$ cat src/rtl/mux_rx.sv
// mux_rx: receive-side word steering behind CorePCS.
// Tracks comma-based link status, forwards words to the fiber packet path,
// or checks them against a self-synchronising PRBS-7 sequence for link
// qualification (lock flag, error pulse, saturating errored-word count).
module mux_rx #(
    parameter int COMMA_LOCK  = 8,
    parameter int PRBS_LOCK_N = 8,
    parameter int PRBS_LOSS_N = 8,
    parameter int CNT_W       = 32
) (
    input  logic             RX_CLK,
    input  logic             RESET,
    input  logic [15:0]      RX_DATA,
    input  logic [1:0]       RX_KCHAR,
    input  logic             RX_VALID,
    input  logic             PRBS_EN,
    input  logic             PRBS_CLR,
    output logic [15:0]      FIBER_DATA,
    output logic [1:0]       FIBER_KCHAR,
    output logic             FIBER_VALID,
    output logic             LINK_UP,
    output logic             PRBS_LOCKED,
    output logic             PRBS_ERR,
    output logic [CNT_W-1:0] PRBS_ERR_CNT
);

    localparam int COMMA_W = $clog2(COMMA_LOCK + 1);
    localparam int RUN_W   = $clog2(PRBS_LOCK_N + 1);
    localparam int LOSS_W  = $clog2(PRBS_LOSS_N + 1);

    typedef enum logic {
        L_DOWN,
        L_UP
    } link_state_t;

    typedef enum logic [1:0] {
        P_IDLE,
        P_SYNC,
        P_LOCKED
    } prbs_state_t;

    // ------------------------------------------------------------------
    // Link (comma lock) state
    // ------------------------------------------------------------------
    link_state_t        link_state_q, link_state_d;
    logic [COMMA_W-1:0] comma_run_q, comma_run_d;
    logic               is_comma;

    assign is_comma = (RX_DATA[7:0] == 8'hBC) && (RX_KCHAR == 2'b01);

    // Link FSM next state: count consecutive valid commas while down, drop on any invalid cycle while up.
    always_comb begin
        link_state_d = link_state_q;
        comma_run_d  = comma_run_q;
        unique case (link_state_q)
            L_DOWN: begin
                if (RX_VALID && is_comma) begin
                    if (comma_run_q == COMMA_W'(COMMA_LOCK - 1)) begin
                        link_state_d = L_UP;
                        comma_run_d  = '0;
                    end else begin
                        comma_run_d = comma_run_q + COMMA_W'(1);
                    end
                end else begin
                    comma_run_d = '0;
                end
            end
            L_UP: begin
                comma_run_d = '0;
                if (!RX_VALID) begin
                    link_state_d = L_DOWN;
                end
            end
            default: begin
                link_state_d = L_DOWN;
                comma_run_d  = '0;
            end
        endcase
    end

    // Link FSM state register.
    always_ff @(posedge RX_CLK) begin
        if (RESET) begin
            link_state_q <= L_DOWN;
            comma_run_q  <= '0;
        end else begin
            link_state_q <= link_state_d;
            comma_run_q  <= comma_run_d;
        end
    end

    assign LINK_UP = (link_state_q == L_UP);

    // ------------------------------------------------------------------
    // Fiber path: one register stage, zeroed while the PRBS checker owns the stream
    // ------------------------------------------------------------------
    logic [15:0] fiber_data_q, fiber_data_d;
    logic [1:0]  fiber_kchar_q, fiber_kchar_d;
    logic        fiber_valid_q, fiber_valid_d;

    // Fiber next values: pass the word through unless PRBS mode is selected.
    always_comb begin
        fiber_data_d  = RX_DATA;
        fiber_kchar_d = RX_KCHAR;
        fiber_valid_d = RX_VALID & LINK_UP & ~PRBS_EN;
        if (PRBS_EN) begin
            fiber_data_d  = '0;
            fiber_kchar_d = '0;
        end
    end

    // Fiber output registers.
    always_ff @(posedge RX_CLK) begin
        if (RESET) begin
            fiber_data_q  <= '0;
            fiber_kchar_q <= '0;
            fiber_valid_q <= 1'b0;
        end else begin
            fiber_data_q  <= fiber_data_d;
            fiber_kchar_q <= fiber_kchar_d;
            fiber_valid_q <= fiber_valid_d;
        end
    end

    assign FIBER_DATA  = fiber_data_q;
    assign FIBER_KCHAR = fiber_kchar_q;
    assign FIBER_VALID = fiber_valid_q;

    // ------------------------------------------------------------------
    // PRBS-7 checker (x^7 + x^6 + 1, self-synchronising)
    // ------------------------------------------------------------------
    // Only the last 7 bits (in time) of the previous word reach the taps of
    // the current word, so that is all of "prev" that needs storing.
    prbs_state_t       prbs_state_q, prbs_state_d;
    logic [6:0]        prev_q, prev_d;
    logic [RUN_W-1:0]  run_q, run_d;
    logic [LOSS_W-1:0] loss_q, loss_d;
    logic              err_q, err_d;
    logic [CNT_W-1:0]  err_cnt_q, err_cnt_d;

    // Stream in time order MSB first: {prev[6:0], cur[15:0]}.
    logic [22:0] stream;
    logic [15:0] exp_bits;
    logic        word_bad;

    assign stream = {prev_q, RX_DATA};

    // Each current bit must equal the XOR of the bits 7 and 6 positions earlier in time.
    for (genvar gi = 0; gi < 16; gi++) begin : g_prbs_exp
        assign exp_bits[gi] = stream[gi + 7] ^ stream[gi + 6];
    end

    assign word_bad = (exp_bits != RX_DATA) || (RX_KCHAR != 2'b00);

    // PRBS FSM next state, error pulse and saturating error count.
    always_comb begin
        prbs_state_d = prbs_state_q;
        prev_d       = prev_q;
        run_d        = run_q;
        loss_d       = loss_q;
        err_d        = 1'b0;
        err_cnt_d    = err_cnt_q;
        if (!PRBS_EN) begin
            prbs_state_d = P_IDLE;
            run_d        = '0;
            loss_d       = '0;
        end else if (RX_VALID) begin
            // Every checked word becomes the reference, errored or not.
            prev_d = RX_DATA[6:0];
            unique case (prbs_state_q)
                P_IDLE: begin
                    prbs_state_d = P_SYNC;
                    run_d        = '0;
                    loss_d       = '0;
                end
                P_SYNC: begin
                    if (word_bad) begin
                        run_d = '0;
                    end else if (run_q == RUN_W'(PRBS_LOCK_N - 1)) begin
                        prbs_state_d = P_LOCKED;
                        run_d        = '0;
                        loss_d       = '0;
                    end else begin
                        run_d = run_q + RUN_W'(1);
                    end
                end
                P_LOCKED: begin
                    if (word_bad) begin
                        err_d = 1'b1;
                        if (err_cnt_q != {CNT_W{1'b1}}) begin
                            err_cnt_d = err_cnt_q + CNT_W'(1);
                        end
                        if (loss_q == LOSS_W'(PRBS_LOSS_N - 1)) begin
                            prbs_state_d = P_SYNC;
                            run_d        = '0;
                            loss_d       = '0;
                        end else begin
                            loss_d = loss_q + LOSS_W'(1);
                        end
                    end else begin
                        loss_d = '0;
                    end
                end
                default: begin
                    prbs_state_d = P_IDLE;
                    run_d        = '0;
                    loss_d       = '0;
                end
            endcase
        end
        // Clear takes priority over a coincident increment.
        if (PRBS_CLR) begin
            err_cnt_d = '0;
        end
    end

    // PRBS checker state registers.
    always_ff @(posedge RX_CLK) begin
        if (RESET) begin
            prbs_state_q <= P_IDLE;
            prev_q       <= '0;
            run_q        <= '0;
            loss_q       <= '0;
            err_q        <= 1'b0;
            err_cnt_q    <= '0;
        end else begin
            prbs_state_q <= prbs_state_d;
            prev_q       <= prev_d;
            run_q        <= run_d;
            loss_q       <= loss_d;
            err_q        <= err_d;
            err_cnt_q    <= err_cnt_d;
        end
    end

    assign PRBS_LOCKED  = (prbs_state_q == P_LOCKED);
    assign PRBS_ERR     = err_q;
    assign PRBS_ERR_CNT = err_cnt_q;

endmodule

$ cat config.mk
export PLATFORM = sky130hd
export DESIGN_NAME = mux_rx
export DESIGN_NICKNAME = d
export VERILOG_FILES = /design/src/rtl/mux_rx.sv
export SDC_FILE = /design/constraint.sdc
export NUM_CORES = 1
export LEC_CHECK = 0
export ABC_AREA = 1
export ABC_CLOCK_PERIOD_IN_PS = 4300
export BUFFER_PORTS_ARGS = -buffer_cell sky130_fd_sc_hd__buf_2
export CORE_MARGIN = 1
export CORE_UTILIZATION = 45
export DETAILED_ROUTE_END_ITERATION = 16
export GPL_TIMING_DRIVEN = 1
export PLACE_DENSITY = 0.67
export SYNTH_ARGS = -nofsm -noshare
export SYNTH_HDL_FRONTEND = slang
export SYNTH_SLANG_ARGS = --single-unit
$ cat constraint.sdc
create_clock -name RX_CLK -period 4.3 [get_ports RX_CLK]
set_input_delay 0.43 -clock RX_CLK [delete_from_list [all_inputs] [get_ports RX_CLK]]
set_output_delay 0.43 -clock RX_CLK [all_outputs]
set_load 0.02 [all_outputs]
==> results.yml <==
worst_hold_path:
  hold-path-cell-count: 2
  whs_endpoint: "LINK_UP"
  hp-start: "RESET"
  min_path_type: "primary input to flip-flop"
logic_synthesis:
  async_reset_ff_share_pct: 0
  synth_area_leaders: "dfxtp_1, nand2_1, nor2_1, xor2_1, inv_1"
  yosys_warnings: 0
  ys_ff_latch: 74
  yosys.area_share.simple_pct: 39.62
  synth_seq_area_share_pct: 36.03
  synth.distinct_cells: 32
  ys.flop_type: "dfxtp_1"
  synthesis.nets: 650
  synth_edf_count: 0
  yosysMostFrequentCell: "nand2_1"
  syn_area_um2: 4111
  synth-adder-area-share_pct: 1.522
  synth_mux_area_share_pct: 0
  syn_inst: 622
  synthXorXnorAreaFrac_pct: 6.817
  synth-compound-area-share_pct: 7.486
  synth_top_area_share_pct: 36.03
  synth_area_per_cell_um2: 6.610
  synth_top_family_by_area: "simple AND/OR/NAND/NOR gates"
  yosys.area.top_type: "dfxtp_1"
  synth_common_cells: "nand2_1, nor2_1, dfxtp_1"
setup_path:
  path_class: "flip-flop to flip-flop"
  r2r_slack_ns: 2.27
  cp.arrival_ns: 2.31
  critPathMaxStageDelay_ns: 0.43
  startpoint: "PRBS_ERR_CNT[0]"
  reg2regPathDepth: 9
  start_kind: "flip-flop"
  path_delay_family: "simple AND/OR/NAND/NOR gates"
  crit_chain: "ha_1, nand2_1, nor2_2, nand3b_1, nor2_2, nand3_2, nand4_4, nand2_1, a21oi_2"
  end_kind: "flip-flop"
  crit_fanout: 31
  crit_cells: 9
  worstPathRequired_ns: 4.57
  crit_buf_inv: 0
  reg2reg_from: "PRBS_ERR_CNT[0]"
  reg2reg_to: "PRBS_ERR_CNT[28]"
  critPathSlowestCell: "dfxtp_1"
clocking:
  cts_setup_buffers: 0
  hold_buffers: 0
  ctsResizeCount: 0
  cts_buffer_depth: 2
  clk_pin_slew_worst_paths_ns: 0.08
  cts_inserted_buffers: 9
  htree_levels: 3
  clk-insertion-delay-late_ns: 0.36
  cts_tree: "yes"
  cts_sinks: 74
  clock-root-buffer: "clkbuf_8"
floorplanning:
  core_um2: 8763
  std_cell_rows: 34
  initial_core_util_pct: 46.92
  die_y_um: 97.59
  die_w_um: 97.59
  dieArea_um2: 9523
  io_pins: 77
sta:
  max_slew_margin_pct: 17.17
  finalHoldViolCount: 0
  fmax_mhz: 491.5
  rsz0062_at_grt: "false"
  finClkSkew_ns: 0.006818
  finalWorstSetupSlack_ns: 2.266
  max_slew.worst_pin.slew_ns: 1.241
  slew_viol_final: 0
  setup_viol: 0
  period_minus_slack_ns: 2.034
  setup-tns-final_ns: 0
  period_share_pct: 47.31
drt:
  drt_iter0_drc: 212
  via_per_inst: 5.084
  vias: 4123
  wl_per_cell_um: 12.86
  ant_nets: 0
  wl_um: 10430
  route.detailed.drc: 0
  first_pass_iters: 7
placement:
  gp_congestion: 0.8806
  dp_cells: 795
  io_buffer_count: 76
  dpl_cell_area_um2: 4543
  hpwlAfterDp_um: 7704
  place_ws_ns: 2.004
cells_and_area:
  fin_area_um2: 4761
  num_antenna_cells: 0
  final_cells: 811
  fillerInstances: 862
  syn2layout_area_growth_pct: 15.79
  fin_nets: 726
  drive_above_1_share_pct: 19.20
global_route:
  overflow: 0
  grt_start_max_net_pins: 33
  gr-usage-all-layers_pct: 22.17
  grt_pass1_wl_um: 17250
  grt_pass1_vias: 3734
  antenna_found_initial: 0
power_and_ir_drop:
  p_comb_share_pct: 9.6
  seqPwrFrac_pct: 48.9
  max-vdd-ir-drop_mv: 0.1328
  clkPwrFrac_pct: 41.5
  p_switching_w: 0.0003764
  leakagePower_nw: 2.163
  power_density_nw_per_um2: 303.4
  swShare_pct: 26.06
  internal_power_w: 0.001068
outcome:
  status: "completed"
job:
  cap_violations: 0
how the worst max path moves through the flow:
stage	endpoint	slack [ns]
after CTS	PRBS_ERR_CNT[28]	2.25
after global placement	PRBS_ERR_CNT[3]	2.04
after floorplan	prbs_state_q[0]	2.40
final	PRBS_ERR_CNT[28]	2.27
after detailed placement	PRBS_ERR_CNT[9]	2.00
after global routing	PRBS_ERR_CNT[13]	2.03
flip-flops by register name, indices dropped and copies added, names as in the netlist:
name / count
FIBER_DATA: 16
FIBER_KCHAR: 2
FIBER_VALID: 1
LINK_UP: 1
PRBS_ERR: 1
PRBS_ERR_CNT: 32
comma_run_q: 4
loss_q: 4
prbs_state_q: 2
prev_q: 7
run_q: 4
routing by layer:
metal / vias up / wire, um / global-route usage (%)
met5: - / 0 / 0
met4: 0 / 225 / 9.615
met3: 22 / 542 / 3.669
met2: 112 / 4804 / 36.20
met1: 1883 / 4856 / 28.75
li1: 2106 / - / -
worst reg2reg max path, stage by stage (launching register included):
cell and delay (ns):
dfxtp_1 0.43, ha_1 0.24, nand2_1 0.09, nor2_2 0.20
nand3b_1 0.11, nor2_2 0.14, nand3_2 0.11, nand4_4 0.34
nand2_1 0.13, a21oi_2 0.15
logic make-up after synthesis:
logic type,after synthesis
adders and majority gates,5
and+or+nand+nor,378
AOI/OAI and AO/OA,52
buffers and inverters,81
xor gates and xnor gates,32
DFF,74
stage by stage:
| step | total power, W | utilization [%] | hold slack (ns) |
|---|---|---|---|
| 2_1_floorplan | 0.0008133 | - | 0.4175 |
| 3_3_place_gp | 0.0008570 | 51.84 | 0.4285 |
| 3_5_place_dp | 0.0008586 | 51.84 | 0.4444 |
| 4_1_cts | 0.001452 | 54.33 | 0.3257 |
| 5_1_grt | 0.001504 | 54.33 | 0.3389 |
| 6_report | 0.001444 | 54.33 | 0.3443 |
cell usage in the layout (no fill, tap or decap), types with 2 or more instances in the layout:
cell	synthesis	layout
a21oi_1	29	29
a21oi_2	12	12
buf_2	1	76
bufinv_16	0	2
clkbuf_8	0	9
clkinv_2	0	2
clkinvlp_4	0	2
dfxtp_1	74	74
ha_1	5	5
inv_1	57	57
inv_2	12	12
nand2_1	208	208
nand2_2	5	5
nand3_1	28	28
nand3_2	2	2
nand3b_1	3	3
nand4_1	14	14
nor2_1	85	85
nor2_2	4	4
nor3_1	17	17
nor4_1	4	4
o21ai_0	8	8
o21ai_1	2	2
or2_2	2	2
xnor2_1	7	7
xor2_1	25	25
power groups by stage:
stage | clock network, W | logic (W) | registers [W]
after floorplan | 0 | 0.0000830 | 0.000730
after global placement | 0 | 0.000134 | 0.000723
after detailed placement | 0 | 0.000136 | 0.000723
after CTS | 0.000608 | 0.000137 | 0.000706
after global routing | 0.000641 | 0.000155 | 0.000708
final | 0.000599 | 0.000138 | 0.000707
final cells by class:
class | count | area (um^2) | share of cell area [%]
timing repair buffer | 77 | 387.9 | 8.147
clock inverter | 7 | 93.84 | 1.971
tap | 108 | 135.1 | 2.838
multi-input combinational | 467 | 2280 | 47.88
sequential | 74 | 1481 | 31.12
inverter | 69 | 259.0 | 5.440
clock buffer | 9 | 123.9 | 2.602
(Power assumes the default switching activity.)
